`src/rtl/spi_pkg.sv`:
```
// Shared types for the SPI leader: FSM state encoding and SPI mode constants.
package spi_pkg;

   typedef enum logic [1:0] {
      IDLE  = 2'd0,
      SETUP = 2'd1,
      XFER  = 2'd2,
      HOLD  = 2'd3
   } spi_state_e;

   // Mode encoding is {cpol, cpha}
   localparam logic [1:0] MODE0 = 2'b00;
   localparam logic [1:0] MODE1 = 2'b01;
   localparam logic [1:0] MODE2 = 2'b10;
   localparam logic [1:0] MODE3 = 2'b11;

endpackage

```
`src/rtl/spi_tick_gen.sv`:
```
// Half-period pacing: one-cycle tick every div+1 clocks, restarted on clr.
module spi_tick_gen (
   input  logic       clk,
   input  logic       rst,
   input  logic [2:0] div,
   input  logic       clr,
   output logic       tick
);

   logic [2:0] cnt;

   assign tick = (cnt == div);

   always_ff @(posedge clk or posedge rst) begin
      if (rst)               cnt <= '0;
      else if (clr || tick)  cnt <= '0;
      else                   cnt <= cnt + 3'd1;
   end

endmodule

```
`src/rtl/spi_leader_mc.sv`:
```
// Multi-chip-select SPI leader: one frame per accepted request, all four
// CPOL/CPHA modes, selectable bit order and half-period divider.
module spi_leader_mc
   import spi_pkg::*;
#(
   parameter int DATA_W = 16,
   parameter int NUM_CS = 4,
   parameter int CS_W   = (NUM_CS > 1) ? $clog2(NUM_CS) : 1
) (
   input  logic              clk,
   input  logic              rst,
   input  logic              cfg_cpol,
   input  logic              cfg_cpha,
   input  logic [2:0]        cfg_div,
   input  logic              cfg_lsb_first,
   input  logic              tx_valid,
   input  logic [DATA_W-1:0] tx_data,
   input  logic [CS_W-1:0]   tx_cs,
   output logic              tx_ready,
   output logic              rx_valid,
   output logic [DATA_W-1:0] rx_data,
   output logic              busy,
   output logic              sclk,
   output logic              mosi,
   input  logic              miso,
   output logic [NUM_CS-1:0] cs_n
);

   localparam int EC_W = $clog2(2*DATA_W+1);
   localparam logic [EC_W-1:0] LAST_EDGE = EC_W'(2*DATA_W);

   spi_state_e        state, state_nxt;
   logic [DATA_W-1:0] tx_sr, rx_sr, tx_ord;
   logic [CS_W-1:0]   cs_l;
   logic              cpha_l, lsb_l, ready_q, accept, tick;
   logic [2:0]        div_l;
   logic [EC_W-1:0]   ecnt, edge_nxt;

   function automatic logic [DATA_W-1:0] rev(input logic [DATA_W-1:0] d);
      logic [DATA_W-1:0] r;
      for (int i = 0; i < DATA_W; i++) r[i] = d[DATA_W-1-i];
      return r;
   endfunction

   assign accept   = tx_valid && ready_q;
   assign tx_ready = ready_q;
   assign busy     = (state != IDLE);
   assign edge_nxt = ecnt + 1'b1;
   // Both shift registers run LSB-out/LSB-in; MSB-first is a bit reversal at the ends.
   assign tx_ord   = cfg_lsb_first ? tx_data : rev(tx_data);

   spi_tick_gen u_tick (
      .clk  (clk),
      .rst  (rst),
      .div  (div_l),
      .clr  (state_nxt != state),
      .tick (tick)
   );

   always_comb begin
      state_nxt = state;
      case (state)
         IDLE:    if (accept) state_nxt = SETUP;
         SETUP:   if (tick) state_nxt = XFER;
         XFER:    if (tick && edge_nxt == LAST_EDGE) state_nxt = HOLD;
         HOLD:    if (tick) state_nxt = IDLE;
         default: state_nxt = IDLE;
      endcase
   end

   for (genvar i = 0; i < NUM_CS; i++) begin : g_cs
      assign cs_n[i] = !(busy && cs_l == CS_W'(i));
   end

   always_ff @(posedge clk or posedge rst) begin
      if (rst) begin
         state    <= IDLE;
         ready_q  <= 1'b0;
         tx_sr    <= '0;
         rx_sr    <= '0;
         cs_l     <= '0;
         cpha_l   <= 1'b0;
         lsb_l    <= 1'b0;
         div_l    <= '0;
         ecnt     <= '0;
         sclk     <= 1'b0;
         mosi     <= 1'b0;
         rx_valid <= 1'b0;
         rx_data  <= '0;
      end else begin
         state    <= state_nxt;
         // Ready drops for the rx_valid cycle so back-to-back frames get a cs_n gap
         ready_q  <= (state_nxt == IDLE) && (state != HOLD);
         rx_valid <= 1'b0;
         if (accept) begin
            cs_l   <= tx_cs;
            cpha_l <= cfg_cpha;
            lsb_l  <= cfg_lsb_first;
            div_l  <= cfg_div;
            ecnt   <= '0;
            sclk   <= cfg_cpol;
            rx_sr  <= '0;
            if (cfg_cpha) begin
               mosi  <= 1'b0;
               tx_sr <= tx_ord;
            end else begin
               mosi  <= tx_ord[0];
               tx_sr <= tx_ord >> 1;
            end
         end
         if (state == XFER && tick) begin
            ecnt <= edge_nxt;
            sclk <= ~sclk;
            if (edge_nxt[0] == cpha_l) begin
               if (edge_nxt != LAST_EDGE) begin
                  mosi  <= tx_sr[0];
                  tx_sr <= tx_sr >> 1;
               end
            end else begin
               rx_sr <= {miso, rx_sr[DATA_W-1:1]};
            end
         end
         if (state == HOLD && tick) begin
            rx_valid <= 1'b1;
            rx_data  <= lsb_l ? rx_sr : rev(rx_sr);
            mosi     <= 1'b0;
         end
      end
   end

endmodule

```
`config.mk`:
```
export PLATFORM = sky130hd
export DESIGN_NAME = spi_leader_mc
export DESIGN_NICKNAME = d
export VERILOG_FILES = /design/src/rtl/spi_pkg.sv /design/src/rtl/spi_tick_gen.sv /design/src/rtl/spi_leader_mc.sv
export SDC_FILE = /design/constraint.sdc
export NUM_CORES = 1
export LEC_CHECK = 0
export ABC_AREA = 0
export CAP_MARGIN = 15
export CORE_MARGIN = 2
export CORE_UTILIZATION = 45
export CTS_CLUSTER_SIZE = 8
export DETAILED_ROUTE_END_ITERATION = 10
export PLACE_DENSITY_LB_ADDON = 0.12
export SLEW_MARGIN = 20
export SYNTH_ARGS = -nofsm -noshare
export SYNTH_HDL_FRONTEND = slang
export SYNTH_HIERARCHICAL = 1
export SYNTH_SLANG_ARGS = --single-unit
```
`constraint.sdc`:
```
create_clock -name clk -period 3.7 [get_ports clk]
set_input_delay 0.74 -clock clk [delete_from_list [all_inputs] [get_ports clk]]
set_output_delay 0.74 -clock clk [all_outputs]
set_load 0.01 [all_outputs]
```
==> results_dict.tcl, run 1 <==
set metrics [dict create \
    outcome "completed" \
    crit_type "flip-flop to flip-flop" \
    end_kind "flip-flop" \
    clkSlewWorstSetupHoldPaths_ns 0.08 \
    worstPathArrival_ns 2.99 \
    startpoint "u_tick/cnt[0]" \
    start_util_pct 46.79 \
    clock_sinks 70 \
    dp_hpwl_um 4959 \
    first_global_vias 2652 \
    met1_usage_pct 25.26 \
    worstPathRequired_ns 3.93 \
    port_buffers 52 \
    grt.total_usage_pct 17.92 \
    relSlewSlack_pct 41.76 \
    finalSetupTns_ns 0 \
    fp-row-count 32 \
    grt_antenna_before_repair 0 \
    p_switching_uw 1191 \
    cp_cell_sequence "xnor2_1 > and3_2 > and3b_1 > nand2_1 > a21o_1 > mux2_4" \
    layout-drive-gt1-share_pct 10.31 \
    nNetsFinal 443 \
    synth_flop_cell "dfrtp_1" \
    hold_buffers 0 \
    setup_ws_ns 0.9391 \
    clock_skew_ns 0.009085 \
    dp_slack_ns 0.9163 \
    cts_setup_buffers 0 \
    syn_nets 403 \
    rr_worst_depth 6 \
    hold_violations 0 \
    max_freq_mhz 362.2 \
    rsz0062_at_grt "no" \
    top_usage_layer "met2" \
    syn2layout_area_growth_pct 21.37 \
    wl_per_cell_um 13.99 \
    yosys_warnings 6 \
    drt_iter0_drc 98 \
    post_cts_resized 0 \
    grt_pass1_wl_um 12570 \
    routed_wl_um 7261 \
    cts_made_buffers 9 \
    vdd_drop_max_mv 0.4024 \
    cts_root_buf "clkbuf_8" \
    ioPinCount 53 \
    viasPerCell 5.416 \
    reg2reg_to "tx_sr[7]" \
    globalplace.congestion 0.7762 \
    cap_violations 0 \
    cts_buffer_depth 2 \
    overflow 0 \
    drv_slew 0 \
    synthDistinctLibCells 39 \
    routed-via-count 2811 \
    critPathCapture "tx_sr[7]" \
    swShare_pct 36.76 \
    slowest_delay_ns 0.50 \
    seqPwrFrac_pct 42.5 \
    netlist_area_um2 3654 \
    p_int_uw 2050 \
    holdPathStages 2 \
    dpl.cell_count 503 \
    hold_class "flip-flop to flip-flop" \
    start_kind "flip-flop" \
    met3_usage_pct 4.976 \
    r2r_start "u_tick/cnt[0]" \
    clkPwrFrac_pct 21.0 \
    fin_crit_ns 2.761 \
    seq_area_frac_synth_pct 47.95 \
    synth_edf_count 0 \
    cts_tree "done" \
    antenna_cells 0 \
    tightest_slew_ns 0.8735 \
    drc_errors 0 \
    h-tree-depth 3 \
    setup_viol 0 \
    power_density_nw_per_um2 731.0 \
    ys_async_sr_fraction_pct 100.0 \
    grt_max_degree 52 \
    die-area_um2 8856 \
    critPathSlowestCell "a21o_1" \
    grt.met2_usage_pct 27.20 \
    syn_area_per_cell_um2 9.821 \
    firstDrtPassIters 4 \
    fp.coreArea_um2 7807 \
    critPathMaxFanout 17 \
    syn_inst 372 \
    die_w_um 94.11 \
    total_power_uw 3241 \
    rrSetupSlack_ns 0.94 \
    timing.final.crit_share_pct 74.62 \
    antenna_left 0 \
    p_leak_uw 0.001862 \
    clkLatencyLatePin_ns 0.34 \
    die_y_um 94.11 \
    fin_cells 519 \
    power_frac_comb_pct 36.4 \
    synth-seq-cells 70 \
]
-- layout by cell type, fill, tap and decap left out, types with 4 or more instances in the layout --
| master | n |
|---|---|
| mux2i_1 | 19 |
| nand3_1 | 5 |
| clkbuf_8 | 9 |
| o21ai_0 | 43 |
| buf_4 | 4 |
| mux4_2 | 13 |
| a211oi_1 | 16 |
| nand2_1 | 109 |
| clkdlybuf4s50_1 | 52 |
| dfrtp_1 | 70 |
| nor2_1 | 6 |
| a31oi_1 | 13 |
| inv_1 | 4 |
| xnor2_1 | 7 |
-- power groups by stage --
stage | sequential (µW) | clock, µW | combinational (µW)
after floorplan | 1320 | 0 | 843
after global placement | 1380 | 0 | 1150
after detailed placement | 1390 | 0 | 1190
after CTS | 1370 | 697 | 1190
after global routing | 1430 | 732 | 1340
final | 1380 | 682 | 1180
-- final cells by class --
| class | instances | area (µm²) |
|---|---|---|
| clock buffer | 9 | 123.9 |
| clock inverter | 7 | 96.34 |
| fill | 696 | 3373 |
| inverter | 5 | 18.77 |
| multi-input combinational | 269 | 1745 |
| sequential | 70 | 1752 |
| tap | 102 | 127.6 |
| timing repair buffer | 57 | 570.5 |
-- stage by stage --
stage	utilization (%)	cell area, µm²	hold WS [ns]
after CTS	56.73	4429	0.4854
after global routing	56.79	4434	0.4986
after global placement	53.91	4209	0.4606
after floorplan	-	3654	0.4517
after detailed placement	53.91	4209	0.4677
final	56.79	4434	0.4775
-- cells by family after synthesis --
logic type,after synthesis,synth area share (%)
and+or+nand+nor,137,15.72
AOI/OAI and AO/OA,85,14.56
DFF,70,47.95
muxes,34,13.94
buffers and inverters,33,4.418
xor gates and xnor gates,10,2.397
adders and majority gates,3,1.028
-- how the worst min path moves through the flow --
stage,to,startpoint
2_1_floorplan,u_tick/cnt[0],u_tick/cnt[0]
5_1_grt,sclk,sclk
4_1_cts,sclk,sclk
3_3_place_gp,rx_data[10],rx_data[10]
6_report,rx_data[8],rx_data[8]
3_5_place_dp,sclk,sclk
-- registers in the layout, summed over array words and instances (netlist names) --
name        flops
rx_valid        1
lsb_l           1
tx_ready        1
mosi            1
rx_data        16
u_tick/cnt      3
div_l           3
state           2
rx_sr          16
cs_l            2
sclk            1
ecnt            6
cpha_l          1
tx_sr          16
-- worst max-delay path, delay by kind of cell, from the launching register on --
kind            cells  cell delay (ns)
flops               1             0.42
mux                 1             0.37
compound gates      1             0.50
xor+xnor            1             0.34
simple gates        3             1.02
-- synthesized netlist by cell type (3+ instances only) --
cell | instances | area [µm²]
nand2_1 | 109 | 409.1
dfrtp_1 | 70 | 1752
o21ai_0 | 43 | 215.2
mux2i_1 | 19 | 190.2
a211oi_1 | 16 | 120.1
clkbuf_1 | 14 | 52.55
a31oi_1 | 13 | 81.33
mux4_2 | 13 | 292.8
buf_2 | 9 | 45.04
xnor2_1 | 7 | 61.31
nand3_1 | 6 | 30.03
nor2_1 | 6 | 22.52
inv_1 | 5 | 18.77
a21oi_1 | 3 | 15.01
a311oi_1 | 3 | 26.28
buf_4 | 3 | 22.52
ha_1 | 3 | 37.54
nand3b_1 | 3 | 22.52
xor2_1 | 3 | 26.28
-- layer usage --
| layer | vias up | share of wire (%) |
|---|---|---|
| li1 | 1395 | - |
| met1 | 1345 | 48 |
| met2 | 67 | 46 |
| met3 | 4 | 4.6 |
| met4 | 0 | 0.73 |
| met5 | - | 0 |
(Power assumes the default switching activity.)
==> run 2, diff against run 1 <==
- clock period: 3.7 -> 2.8 ns (I/O delays scaled with it)
==> run 2 against run 1 <==
Die area is the same. Largest cell class unchanged. Critical path type is now flip-flop to primary output. Sequential share of layout area shrank 0.56 points. Clock power grew 45%. Via count shrank 1.4%. Highest routed layer unchanged. Non-clock buffer count grew 6. Clock-buffer cell count is the same.
==> results_dict.tcl, run 2 (synthesis results as in run 1) <==
set metrics [dict create \
    cts_tree "done" \
    hold_buffers 0 \
    routed-via-count 2772 \
    timing.final.crit_share_pct 90.39 \
    hold_class "input pin to asynchronous set/reset pin" \
    hold_violations 0 \
    dp_slack_ns 0.5566 \
    first_global_vias 2596 \
    cp_cell_sequence "or2_2 > or3b_2 > clkdlybuf4s50_1" \
    drt_iter0_drc 124 \
    relSlewSlack_pct 45.74 \
    drv_slew 0 \
    end_kind "primary output" \
    critPathSlowestCell "clkdlybuf4s50_1" \
    nNetsFinal 449 \
    drc_errors 0 \
    clkLatencyLatePin_ns 0.34 \
    fin_crit_ns 2.531 \
    die_y_um 94.11 \
    overflow 0 \
    die-area_um2 8856 \
    layout-drive-gt1-share_pct 11.35 \
    final_common_cell "nand2_1" \
    clock_sinks 70 \
    globalplace.congestion 0.8484 \
    firstDrtPassIters 4 \
    setup_ws_ns 0.2690 \
    fp.coreArea_um2 7807 \
    outcome "completed" \
    slowest_delay_ns 0.49 \
    clkSlewWorstSetupHoldPaths_ns 0.08 \
    dpl.cell_count 509 \
    wl_per_cell_um 13.60 \
    start_kind "flip-flop" \
    grt.total_usage_pct 17.88 \
    worstPathRequired_ns 2.24 \
    cts_setup_buffers 0 \
    grt_pass1_wl_um 12330 \
    routed_wl_um 7138 \
    die_w_um 94.11 \
    syn2layout_area_growth_pct 23.12 \
    fp-row-count 32 \
    tightest_slew_ns 0.8139 \
    setup_viol 0 \
    p_leak_uw 0.001896 \
    viasPerCell 5.280 \
    power_density_nw_per_um2 977.1 \
    dp_hpwl_um 5039 \
    vdd_drop_max_mv 0.4048 \
    crit_type "flip-flop to primary output" \
    max_freq_mhz 395.1 \
    final_cell_mix "nand2_1 (109), dfrtp_1 (70), clkdlybuf4s50_1 (52), o21ai_0 (43), mux2i_1 (19)" \
    ioPinCount 53 \
    rsz0062_at_grt "no" \
    cts_buffer_depth 2 \
    cts_made_buffers 9 \
    grt_max_degree 68 \
    antenna_left 0 \
    fin_cells 525 \
    cap_violations 0 \
    largest_registers "rx_data: 16 flops, rx_sr: 16 flops, tx_sr: 16 flops" \
    cts_root_buf "clkbuf_8" \
    nFillCells 686 \
    clock_skew_ns 0.007891 \
    post_cts_resized 0 \
    grt_antenna_before_repair 0 \
    port_buffers 52 \
    finalSetupTns_ns 0 \
    start_util_pct 46.79 \
    h-tree-depth 3 \
    critPathMaxFanout 7 \
    antenna_cells 0 \
    worstPathArrival_ns 1.97 \
]
run 2: cell types whose count changed in the layout (fill, tap and decap cells not counted):
cell,previous run,this run
buf_4,4,10
bufinv_16,2,3
clkinv_2,2,1
clkinv_4,2,1
clkinvlp_4,0,1
nand3_1,5,6
nand3_2,1,0
run 2: stage by stage:
step	hold WS [ns]	cell area, µm²	utilization [%]	total power (µW)
3_3_place_gp	0.4615	4254	54.49	3370
3_5_place_dp	0.4661	4254	54.49	3434
5_1_grt	0.4436	4498	57.61	4741
2_1_floorplan	0.3136	3654	-	2859
6_report	0.4303	4498	57.61	4395
4_1_cts	0.4259	4498	57.61	4429
run 2: worst paths after layout:
path | endpoint | cells after the start | startpoint | slack [ns]
setup reg to reg | tx_sr[7] | 6 | u_tick/cnt[0] | 0.58
min in group clk | rx_data[6] | 2 | rx_data[6] | 0.48
hold reg to reg | rx_data[6] | 2 | rx_data[6] | 0.48
hold / removal | u_tick/cnt[1] | 2 | rst | 0.43
setup / recovery | cs_n[0] | 3 | state[1] | 0.27
max in group asynchronous | cpha_l | 3 | rst | 1.89
run 2: where the power goes:
group / switching [µW] / total, µW / internal [µW]
logic: 789 / 1580 / 790
clock network: 398 / 992 / 595
registers: 385 / 1820 / 1440
total: 1570 / 4400 / 2820
run 2: layout make-up:
type	instances	area [µm²]	share of cell area, %
flip-flops and latches	70	1752	38.94
multi-input cells	269	1740	38.69
repair buffers	63	615.6	13.69
well taps	102	127.6	2.837
clock buffers	9	123.9	2.754
clock inverters	7	120.1	2.670
inverters	5	18.77	0.4172
run 2: critical path: cells and delay by family, from the launching register on:
family        cells  cell delay [ns]
flops             1             0.46
simple gates      2             0.68
buf+inv           1             0.49
run 2: per-layer routing:
layer,part of all wire [%],vias up,GRT usage (%)
met5,0,-,0
met2,44,54,25.77
li1,-,1404,-
met1,51,1305,25.67
met4,1.5,0,7.367
met3,3.8,9,4.575
==> run 3, diff against run 2 <==
- SLEW_MARGIN: 20 -> default
==> results of run 3 <==
The final DEF is identical to that of run 2; final timing and power are the same.
